--- config.mk ---
export PLATFORM = sky130hd
export DESIGN_NAME = sj_method_call_arbiter
export DESIGN_NICKNAME = d
export VERILOG_FILES = /design/src/rtl/sj_method_call_arbiter.sv
export SDC_FILE = /design/constraint.sdc
export NUM_CORES = 1
export LEC_CHECK = 0
export ABC_CLOCK_PERIOD_IN_PS = 2700
export CAP_MARGIN = 5
export CELL_PAD_IN_SITES_DETAIL_PLACEMENT = 1
export CELL_PAD_IN_SITES_GLOBAL_PLACEMENT = 1
export CORE_AREA = 2 2 79 137
export DETAILED_ROUTE_END_ITERATION = 12
export DIE_AREA = 0 0 81 139
export GPL_ROUTABILITY_DRIVEN = 0
export PLACE_DENSITY_LB_ADDON = 0.05
export SETUP_SLACK_MARGIN = 0.1
export SYNTH_ARGS = -nofsm -noshare
export SYNTH_HDL_FRONTEND = slang
export SYNTH_SLANG_ARGS = --single-unit
--- constraint.sdc ---
create_clock -name clk -period 2.7 [get_ports clk]
set_input_delay 0.27 -clock clk [delete_from_list [all_inputs] [get_ports clk]]
set_output_delay 0.27 -clock clk [all_outputs]
set_load 0.01 [all_outputs]
--- src/rtl/sj_method_call_arbiter.sv ---
`default_nettype none
// =============================================================================
// Module   : sj_method_call_arbiter
// Purpose  : Round-robin sharing of one Synthesijer method call port
//            (req/busy/return) among N_REQ requesters, with start-wait and
//            busy-timeout supervision. Optional call/timeout statistics are
//            enabled by defining SJ_ARB_STATS_EN.
// Revision : 1.0 - initial release
// =============================================================================
module sj_method_call_arbiter #(
  parameter int N_REQ      = 4,
  parameter int RET_W      = 32,
  parameter int START_WAIT = 4,
  parameter int TIMEOUT    = 100000
) (
  input  logic             clk,
  input  logic             reset,
  input  logic [N_REQ-1:0] call_req,
  output logic [N_REQ-1:0] call_grant,
  output logic [N_REQ-1:0] call_done,
  output logic [N_REQ-1:0] call_timeout,
  output logic [RET_W-1:0] call_ret,
  output logic             m_req,
  input  logic             m_busy,
  input  logic [RET_W-1:0] m_return,
  output logic             arb_idle,
  output logic [15:0]      stat_calls,
  output logic [15:0]      stat_timeouts
);

  localparam int c_IDX_W   = $clog2(N_REQ);
  localparam int c_CNT_MAX = (TIMEOUT > START_WAIT) ? TIMEOUT : START_WAIT;
  localparam int c_CNT_W   = (c_CNT_MAX > 1) ? $clog2(c_CNT_MAX) : 1;

  localparam logic [c_IDX_W:0]   c_N          = (c_IDX_W+1)'(N_REQ);
  localparam logic [c_IDX_W-1:0] c_LAST       = c_IDX_W'(N_REQ-1);
  localparam logic [c_IDX_W-1:0] c_IDX_ONE    = c_IDX_W'(1);
  localparam logic [c_CNT_W-1:0] c_CNT_ONE    = c_CNT_W'(1);
  localparam logic [c_CNT_W-1:0] c_START_LAST = c_CNT_W'(START_WAIT-1);
  localparam logic [c_CNT_W-1:0] c_TO_LAST    = c_CNT_W'(TIMEOUT-1);

  localparam logic [2:0] c_ST_IDLE       = 3'd0;
  localparam logic [2:0] c_ST_ISSUE      = 3'd1;
  localparam logic [2:0] c_ST_WAIT_START = 3'd2;
  localparam logic [2:0] c_ST_WAIT_DONE  = 3'd3;
  localparam logic [2:0] c_ST_COMPLETE   = 3'd4;

  logic [2:0]         r_state;
  logic [2:0]         w_next;
  logic [c_IDX_W-1:0] r_ptr;
  logic [c_IDX_W-1:0] r_win;
  logic [c_IDX_W-1:0] w_sel;
  logic [c_IDX_W:0]   w_k;
  logic               w_any;
  logic [c_CNT_W-1:0] r_cnt;
  logic [N_REQ-1:0]   r_grant;
  logic [RET_W-1:0]   r_ret;
  logic               w_start_last;
  logic               w_timeout_hit;

  // First requester at or after the pointer, scanning with wrap-around.
  always_comb begin
    w_any = 1'b0;
    w_sel = r_ptr;
    w_k   = '0;
    for (int i = 0; i < N_REQ; i++) begin
      w_k = {1'b0, r_ptr} + (c_IDX_W+1)'(i);
      if (w_k >= c_N) w_k = w_k - c_N;
      if (!w_any && call_req[w_k[c_IDX_W-1:0]]) begin
        w_any = 1'b1;
        w_sel = w_k[c_IDX_W-1:0];
      end
    end
  end

  assign w_start_last  = (r_cnt == c_START_LAST);
  assign w_timeout_hit = (r_cnt == c_TO_LAST) && m_busy;

  always_ff @(posedge clk) begin
    if (reset) r_state <= c_ST_IDLE;
    else       r_state <= w_next;
  end

  always_comb begin
    w_next = r_state;
    case (r_state)
      c_ST_IDLE:       if (w_any) w_next = c_ST_ISSUE;
      c_ST_ISSUE:      w_next = c_ST_WAIT_START;
      c_ST_WAIT_START: begin
        if (m_busy)            w_next = c_ST_WAIT_DONE;
        else if (w_start_last) w_next = c_ST_COMPLETE;
      end
      c_ST_WAIT_DONE: begin
        if (!m_busy)            w_next = c_ST_COMPLETE;
        else if (w_timeout_hit) w_next = c_ST_IDLE;
      end
      c_ST_COMPLETE:   w_next = c_ST_IDLE;
      default:         w_next = c_ST_IDLE;
    endcase
  end

  always_comb begin
    m_req        = 1'b0;
    arb_idle     = 1'b0;
    call_done    = '0;
    call_timeout = '0;
    case (r_state)
      c_ST_IDLE:      arb_idle = 1'b1;
      c_ST_ISSUE:     m_req = 1'b1;
      c_ST_WAIT_DONE: if (w_timeout_hit) call_timeout = r_grant;
      c_ST_COMPLETE:  call_done = r_grant;
      default:        ;
    endcase
  end

  // Return value is sampled on the way into COMPLETE so it is valid with done.
  always_ff @(posedge clk) begin
    if (reset) begin
      r_ptr   <= '0;
      r_win   <= '0;
      r_grant <= '0;
      r_cnt   <= '0;
      r_ret   <= '0;
    end else begin
      if (w_next != r_state || r_state == c_ST_IDLE) r_cnt <= '0;
      else                                           r_cnt <= r_cnt + c_CNT_ONE;
      if (r_state == c_ST_IDLE && w_any) begin
        r_win   <= w_sel;
        r_grant <= N_REQ'(1) << w_sel;
      end else if (w_next == c_ST_IDLE) begin
        r_grant <= '0;
      end
      if (w_next == c_ST_COMPLETE && r_state != c_ST_COMPLETE) r_ret <= m_return;
      if (w_next == c_ST_IDLE && r_state != c_ST_IDLE)
        r_ptr <= (r_win == c_LAST) ? '0 : r_win + c_IDX_ONE;
    end
  end

  assign call_grant = r_grant;
  assign call_ret   = r_ret;

`ifdef SJ_ARB_STATS_EN
  logic [15:0] r_stat_calls;
  logic [15:0] r_stat_timeouts;

  always_ff @(posedge clk) begin
    if (reset) begin
      r_stat_calls    <= '0;
      r_stat_timeouts <= '0;
    end else begin
      if (|call_done && r_stat_calls != 16'hFFFF)
        r_stat_calls <= r_stat_calls + 16'd1;
      if (|call_timeout && r_stat_timeouts != 16'hFFFF)
        r_stat_timeouts <= r_stat_timeouts + 16'd1;
    end
  end

  assign stat_calls    = r_stat_calls;
  assign stat_timeouts = r_stat_timeouts;
`else
  assign stat_calls    = '0;
  assign stat_timeouts = '0;
`endif

endmodule
`default_nettype wire

# Word-level counts from Yosys, hierarchy flattened
# Cells that the tools add are included.
# op_classes
order_cmp,8
n_addsub,9
bitwise,0
n_mux,34
n_div,0
n_shift,1
multipliers,0
n_eq_ne,10
n_reduce_logical,16
# op_table
operator,n
4-bit two-way mux,5
2-bit two-way mux,9
17-bit by 1-bit adder with 17-bit output (second input constant),1
17-bit equality test (second input constant),1
17-bit by 2-bit equality test with 1-bit output (second input constant),1
3-bit two-way mux,5
2-bit by 3-bit < comparator with 1-bit output (second input constant),4
3-bit case mux with 4 select lines,1
1-bit two-way mux,10
3-bit greater-or-equal comparator (second input constant),3
1-bit binary-select mux with 2-bit select,4
2-bit by 1-bit subtractor with 2-bit output (second input constant),4
1-bit logical AND,7
2-bit by 2-bit adder with 3-bit output (second input constant),2
3-bit by 2-bit equality test with 1-bit output (second input constant),2
3-bit equality test (second input constant),2
3-bit zero test,2
1-bit by 2-bit << shifter with 4-bit output (first input constant),1
2-bit by 1-bit adder with 3-bit output (second input constant),1
3-bit by 1-bit equality test with 1-bit output (second input constant),1
2-bit by 3-bit greater-or-equal comparator with 1-bit output (second input constant),1
1-bit zero test,3
3-bit inequality test,1
3-bit inequality test (second input constant),1
6 further kinds,6
# totals
elab_cells,84
mem_bits_rw,0
out_inout_bits,78
n_memories,0
romBits,0
reg_bits,60
latchBits,0

# Longest topological paths before layout
# logic_depth
ltp_word,19
mapped_depth,9

# Worst setup path before layout
# OpenSTA, ideal clock, no wires.
# synth_timing
kind,register to register
start,register r_cnt[0]
end,register r_ret[0] (netlist: call_ret[0])
stages_incl_launch_ff,10
setup_ns,0.072
t_required_ns,2.628
slack_ns,0.700
n_path_buf,4
period_less_slack_ns,2.000
arrival_ns,1.929
cell_sequence,dfxtp_1 -> ha_1 -> buf_2 -> nor4b_4 -> a41o_1 -> buf_4 -> nor3b_2 -> buf_4 -> buf_8 -> mux2i_1
# synth_via
elab_chain_cells,7
# synth_rtl
element,line_no,rtl
start: declaration,55,logic [c_CNT_W-1:0] r_cnt;
start signal: assignment,126,else r_cnt <= r_cnt + c_CNT_ONE;
17-bit equality test,77,assign w_timeout_hit = (r_cnt == c_TO_LAST) && m_busy;
1-bit logical AND,77,
3-bit two-way mux,95,else if (w_timeout_hit) w_next = c_ST_IDLE;
3-bit two-way mux,94,if (!m_busy) w_next = c_ST_COMPLETE;
3-bit case mux with 4 select lines (*),86,case (r_state)
3-bit equality test (*),133,if (w_next == c_ST_COMPLETE && r_state != c_ST_COMPLETE) r_ret <= m_return;
1-bit logical AND (*),133,
end signal: assignment,133,
end: declaration,57,logic [RET_W-1:0] r_ret;
# Mark *: on every way between the ends. The rest lies on a longest branch, timed or not.
# A chain may end at the register's enable or synchronous reset.

# Worst setup path after layout
# layout_timing
start,register r_cnt[0]
end,output call_timeout[1]
# layout_via
elab_chain_cells,4
# layout_rtl
element,line_no,rtl
17-bit equality test,77,
1-bit logical AND,77,
4-bit two-way mux,110,c_ST_WAIT_DONE: if (w_timeout_hit) call_timeout = r_grant;
4-bit two-way mux,107,case (r_state)
end: declaration,21,"output logic [N_REQ-1:0] call_timeout,"
# No other way between the ends.

==> results by stage <==
Power:
- The total power per unit cell area is 529 nW/um2.
- The maximum VDD drop is 0.318 mV.
- Summed over all cells, the static leakage comes to 1.57 nW.

Clock tree:
- TritonCTS created 9 clock buffers.
- For the worst-skew pair, the clock arrives at the later sink with an insertion delay of 0.32 ns.
- Hold repair after CTS inserted 0 buffers.
- Clock-pin slew was measured on the worst setup and hold paths at 0.05 ns.
- The clock tree from TritonCTS is built.
- For this design, the sink count on the clock tree is 60.
- The maximum number of buffers from clock root to sink is 2.
- After clock tree synthesis, the setup repair step added 0 buffers.
- The H-tree depth is 3.
- The cell at the root of the clock tree is sky130_fd_sc_hd__clkbuf_16.

Yosys:
- The count of flip-flops with a built-in enable after synthesis is 0.
- By area the synthesized netlist is led by sky130_fd_sc_hd__dfxtp_1 (37%), sky130_fd_sc_hd__nand2b_1 (13%), sky130_fd_sc_hd__mux2i_1 (10%).
- sky130_fd_sc_hd__dfxtp_1 takes more of the synthesized area than any other cell.
- The share of the Yosys chip area taken by registers is 0.366.
- Counting flops with an async set or reset pin after synthesis yields a share of 0.
- In the synthesized netlist the dominant register cell turns out to be sky130_fd_sc_hd__dfxtp_1.
- The unique cell type count in the Yosys netlist is 55.
- The gate count after technology mapping is 345.
- The yosys synthesis warning count is 0.
- The synthesized flop and latch total is 60.
- The most numerous cell in the Yosys netlist is sky130_fd_sc_hd__nand2b_1.
- The average instance area after synthesis is 9.51 um2.
- Ranked by instance count, the synthesized netlist is headed by sky130_fd_sc_hd__nand2b_1 (67), sky130_fd_sc_hd__dfxtp_1 (60), sky130_fd_sc_hd__buf_4 (34).
- The share of the synthesized area in the top cell type is 0.366.
- The total standard cell area after synthesis is 3280 um2.

Route:
- Before antenna repair, the detailed router went through 4 iterations.
- The number of DRC markers in iteration 0 is 53.
- Dividing the detail-routed via count by the number of cells gives 4.79.
- The post-detailed-routing wire length is 8770 um.
- The count of vias placed by the detailed router is 2676.
- The final routed wire length divided by cell count is 15.7 um.
- The residual DRC count is 0.
- Once detail routing completed, the nets flagged for antenna violations numbered 0.

Worst setup path:
- The origin of the critical flop-to-flop path is r_cnt[12].
- The family of cells with the greatest summed delay on the critical path is simple AND/OR/NAND/NOR gates.
- In this run the critical register-to-register path is captured at r_cnt[15].
- The worst reg2reg path depth is 4.
- The number of buffer and inverter stages on the critical path is 2.
- The signal arrival time at the worst endpoint is 2.28 ns.
- The reg-to-reg setup timing slack is 0.69 ns.
- Of all nets on the critical path, the largest fanout is 6.
- The signal on the critical path passes through ha_1 > nor4b_4 > nand3_1 > nor4_2 > buf_4 > and2_1 > clkdlybuf4s50_1.
- The kind of critical path is reg -> out.
- In this design, the stage delay of the slowest critical-path cell is 0.54 ns.
- The critical path startpoint category is a flop.
- On the critical path, the stage with the largest delay is an instance of sky130_fd_sc_hd__clkdlybuf4s50_1.
- The kind of end point of the critical path is an output port.
- At the worst endpoint, the required time is 2.43 ns.

Timing:
- The post-route setup TNS is 0 ns.
- The post-layout minimum cycle time is 2.55 ns.
- Setup violations remaining at the end of the flow were counted as 0.
- The worst clock skew on the final layout is 0.00556 ns.
- Setup repair after global routing could not meet its margin everywhere.
- The number of slew-limit violations in the final report is 0.
- The count of endpoints failing hold in the final timing report came to 0.
- Timing would allow up to 0.393 GHz.
- The final cycle utilization of the critical path is 0.943.

Die:
- Pin placement for this block handled 117 I/O pins.
- Measured along the y axis, the die boundary spans 139 um.
- For this configuration, the core starts out at a cell density of 0.322.
- The number of standard-cell rows in the floorplan is 49.
- The core box area is 10200 um2.
- The chip width is 81 um.
- The die covers 11300 um2.

GRT:
- Summed over all layers, the global routing overflow is 0.
- The total global routing track utilization is 0.164.
- The pin count of the biggest net entering global routing is 57.
- The first-pass GRT wire length is 14300 um.
- The number of global-route vias before repair is 2865.
- The number of antenna violations at the first check in global routing is 0.

Run status:
- The run finished with clean final reports.

Layout:
- Leaving out filler cells and counting taps, the final layout contains 559.
- At the end of the flow, the number of nets in the layout was 468.
- The count of inserted antenna diode cells is 0.
- In the final layout, the share of cells above drive strength 1 is 0.0787.
- After filler insertion, the fill cell instance count of the layout stands at 1212.
- The layout overhead on the synthesized area is 33.1%.

Run:
- Across the run, the number of max-cap violations was 0.

Placed design:
- The number of buffers added on ports is 84.
- Summed over all nets, the half-perimeter wirelength after detailed placement is 6480 um.
- The number of placed instances, taps included, is 543.

Min path:
- The tightest min-delay check is of the in -> reg type.
- The worst hold path begins at reset.
- The worst hold path was traced through 2 stages.
- The end point of the most critical hold path is r_state[2].
## what timing repair did
item                                    4_1_cts  5_1_grt
endpoints found under the setup margin        4        3
gates resized for setup                       4        3
pin swaps                                     0        0
hold endpoints to repair                      0        0
## sequential cells by signal, summed over array words and instances, names as in the netlist
signal      cells
r_ptr           2
r_cnt          17
r_win           2
r_state         3
call_ret       32
call_grant      4
## cells in the final DEF, fill, tap and decap left out, drive strengths merged, types with 5 or more instances in the layout
master / Yosys / final
buf: 43 / 10
and2: 5 / 5
nand2: 9 / 9
clkdlybuf4s50: 0 / 80
mux2i: 33 / 33
o21ai: 5 / 5
nor4: 6 / 6
and3: 7 / 7
a211oi: 13 / 13
xor2: 7 / 7
nor2: 5 / 5
nand2b: 67 / 67
nand3: 10 / 10
dfxtp: 60 / 60
nand4: 7 / 7
conb: 1 / 32
clkbuf: 9 / 14
## metrics by stage
stage | hold WS, ns | instance area (um2) | worst slack [ns] | total power [W] | util
global route | 0.322 | 4360 | 0.0265 | 0.00244 | 0.429
finish | 0.315 | 4360 | 0.153 | 0.00231 | 0.429
CTS | 0.310 | 4350 | 0.107 | 0.00236 | 0.428
global placement | 0.457 | 4080 | 0.385 | 0.00130 | 0.401
detailed placement | 0.460 | 4080 | 0.300 | 0.00130 | 0.401
floorplan | 0.425 | 3400 | 0.700 | 0.00118 | -
## worst reg2reg max path, stage by stage (launching register included)
cell                       delay, ns
sky130_fd_sc_hd__dfxtp_1        0.37
sky130_fd_sc_hd__or4_4          0.55
sky130_fd_sc_hd__nor4_4         0.33
sky130_fd_sc_hd__a21o_2         0.46
sky130_fd_sc_hd__a221oi_1       0.16
## cell type report
| class | instances | area [um2] | area share |
|---|---|---|---|
| Timing Repair Buffer | 93 | 920 | 0.211 |
| Clock buffer | 14 | 254 | 0.0582 |
| Tap cell | 127 | 159 | 0.0364 |
| Clock inverter | 2 | 10.0 | 0.00229 |
| Inverter | 3 | 11.3 | 0.00258 |
| Sequential cell | 60 | 1200 | 0.276 |
| Multi-Input combinational cell | 260 | 1810 | 0.414 |
## cell families (layout without fill, tap and decap cells)
logic type,Yosys count,in the layout,synth area share
simple gates,138,138,0.267
flops,60,60,0.366
buf+inv,56,112,0.124
compound gates,43,43,0.100
mux,34,34,0.104
xor+xnor,11,11,0.0294
fa+ha+maj,2,2,0.00763
other cells,1,32,0.00114
## worst max path at each step
stage / cells past startpoint / end / startpoint
global route: 7 / call_timeout[1] / r_cnt[0]
CTS: 7 / call_timeout[3] / r_cnt[0]
global placement: 6 / call_timeout[0] / m_busy
floorplan: 9 / call_ret[0] / r_cnt[0]
finish: 7 / call_timeout[1] / r_cnt[0]
detailed placement: 6 / call_timeout[0] / m_busy
## metal layers
layer,global-route usage,wire length (um),up-vias,part of all wire
met1,0.154,3100,1300,0.35
met2,0.311,5040,60,0.57
met3,0.0658,530,6,0.060
met5,0,0,-,0
li1,-,-,1310,-
met4,0.0482,94,0,0.011
## where the power goes
part	leakage (nW)	switching (W)	total, W	internal [W]
clock network	0.131	0.000380	0.00102	0.000643
logic	0.955	0.000167	0.000339	0.000172
registers	0.486	0.0000285	0.000945	0.000917
total	1.57	0.000576	0.00231	0.00173
No activity file was read; power rests on OpenSTA's default activity.
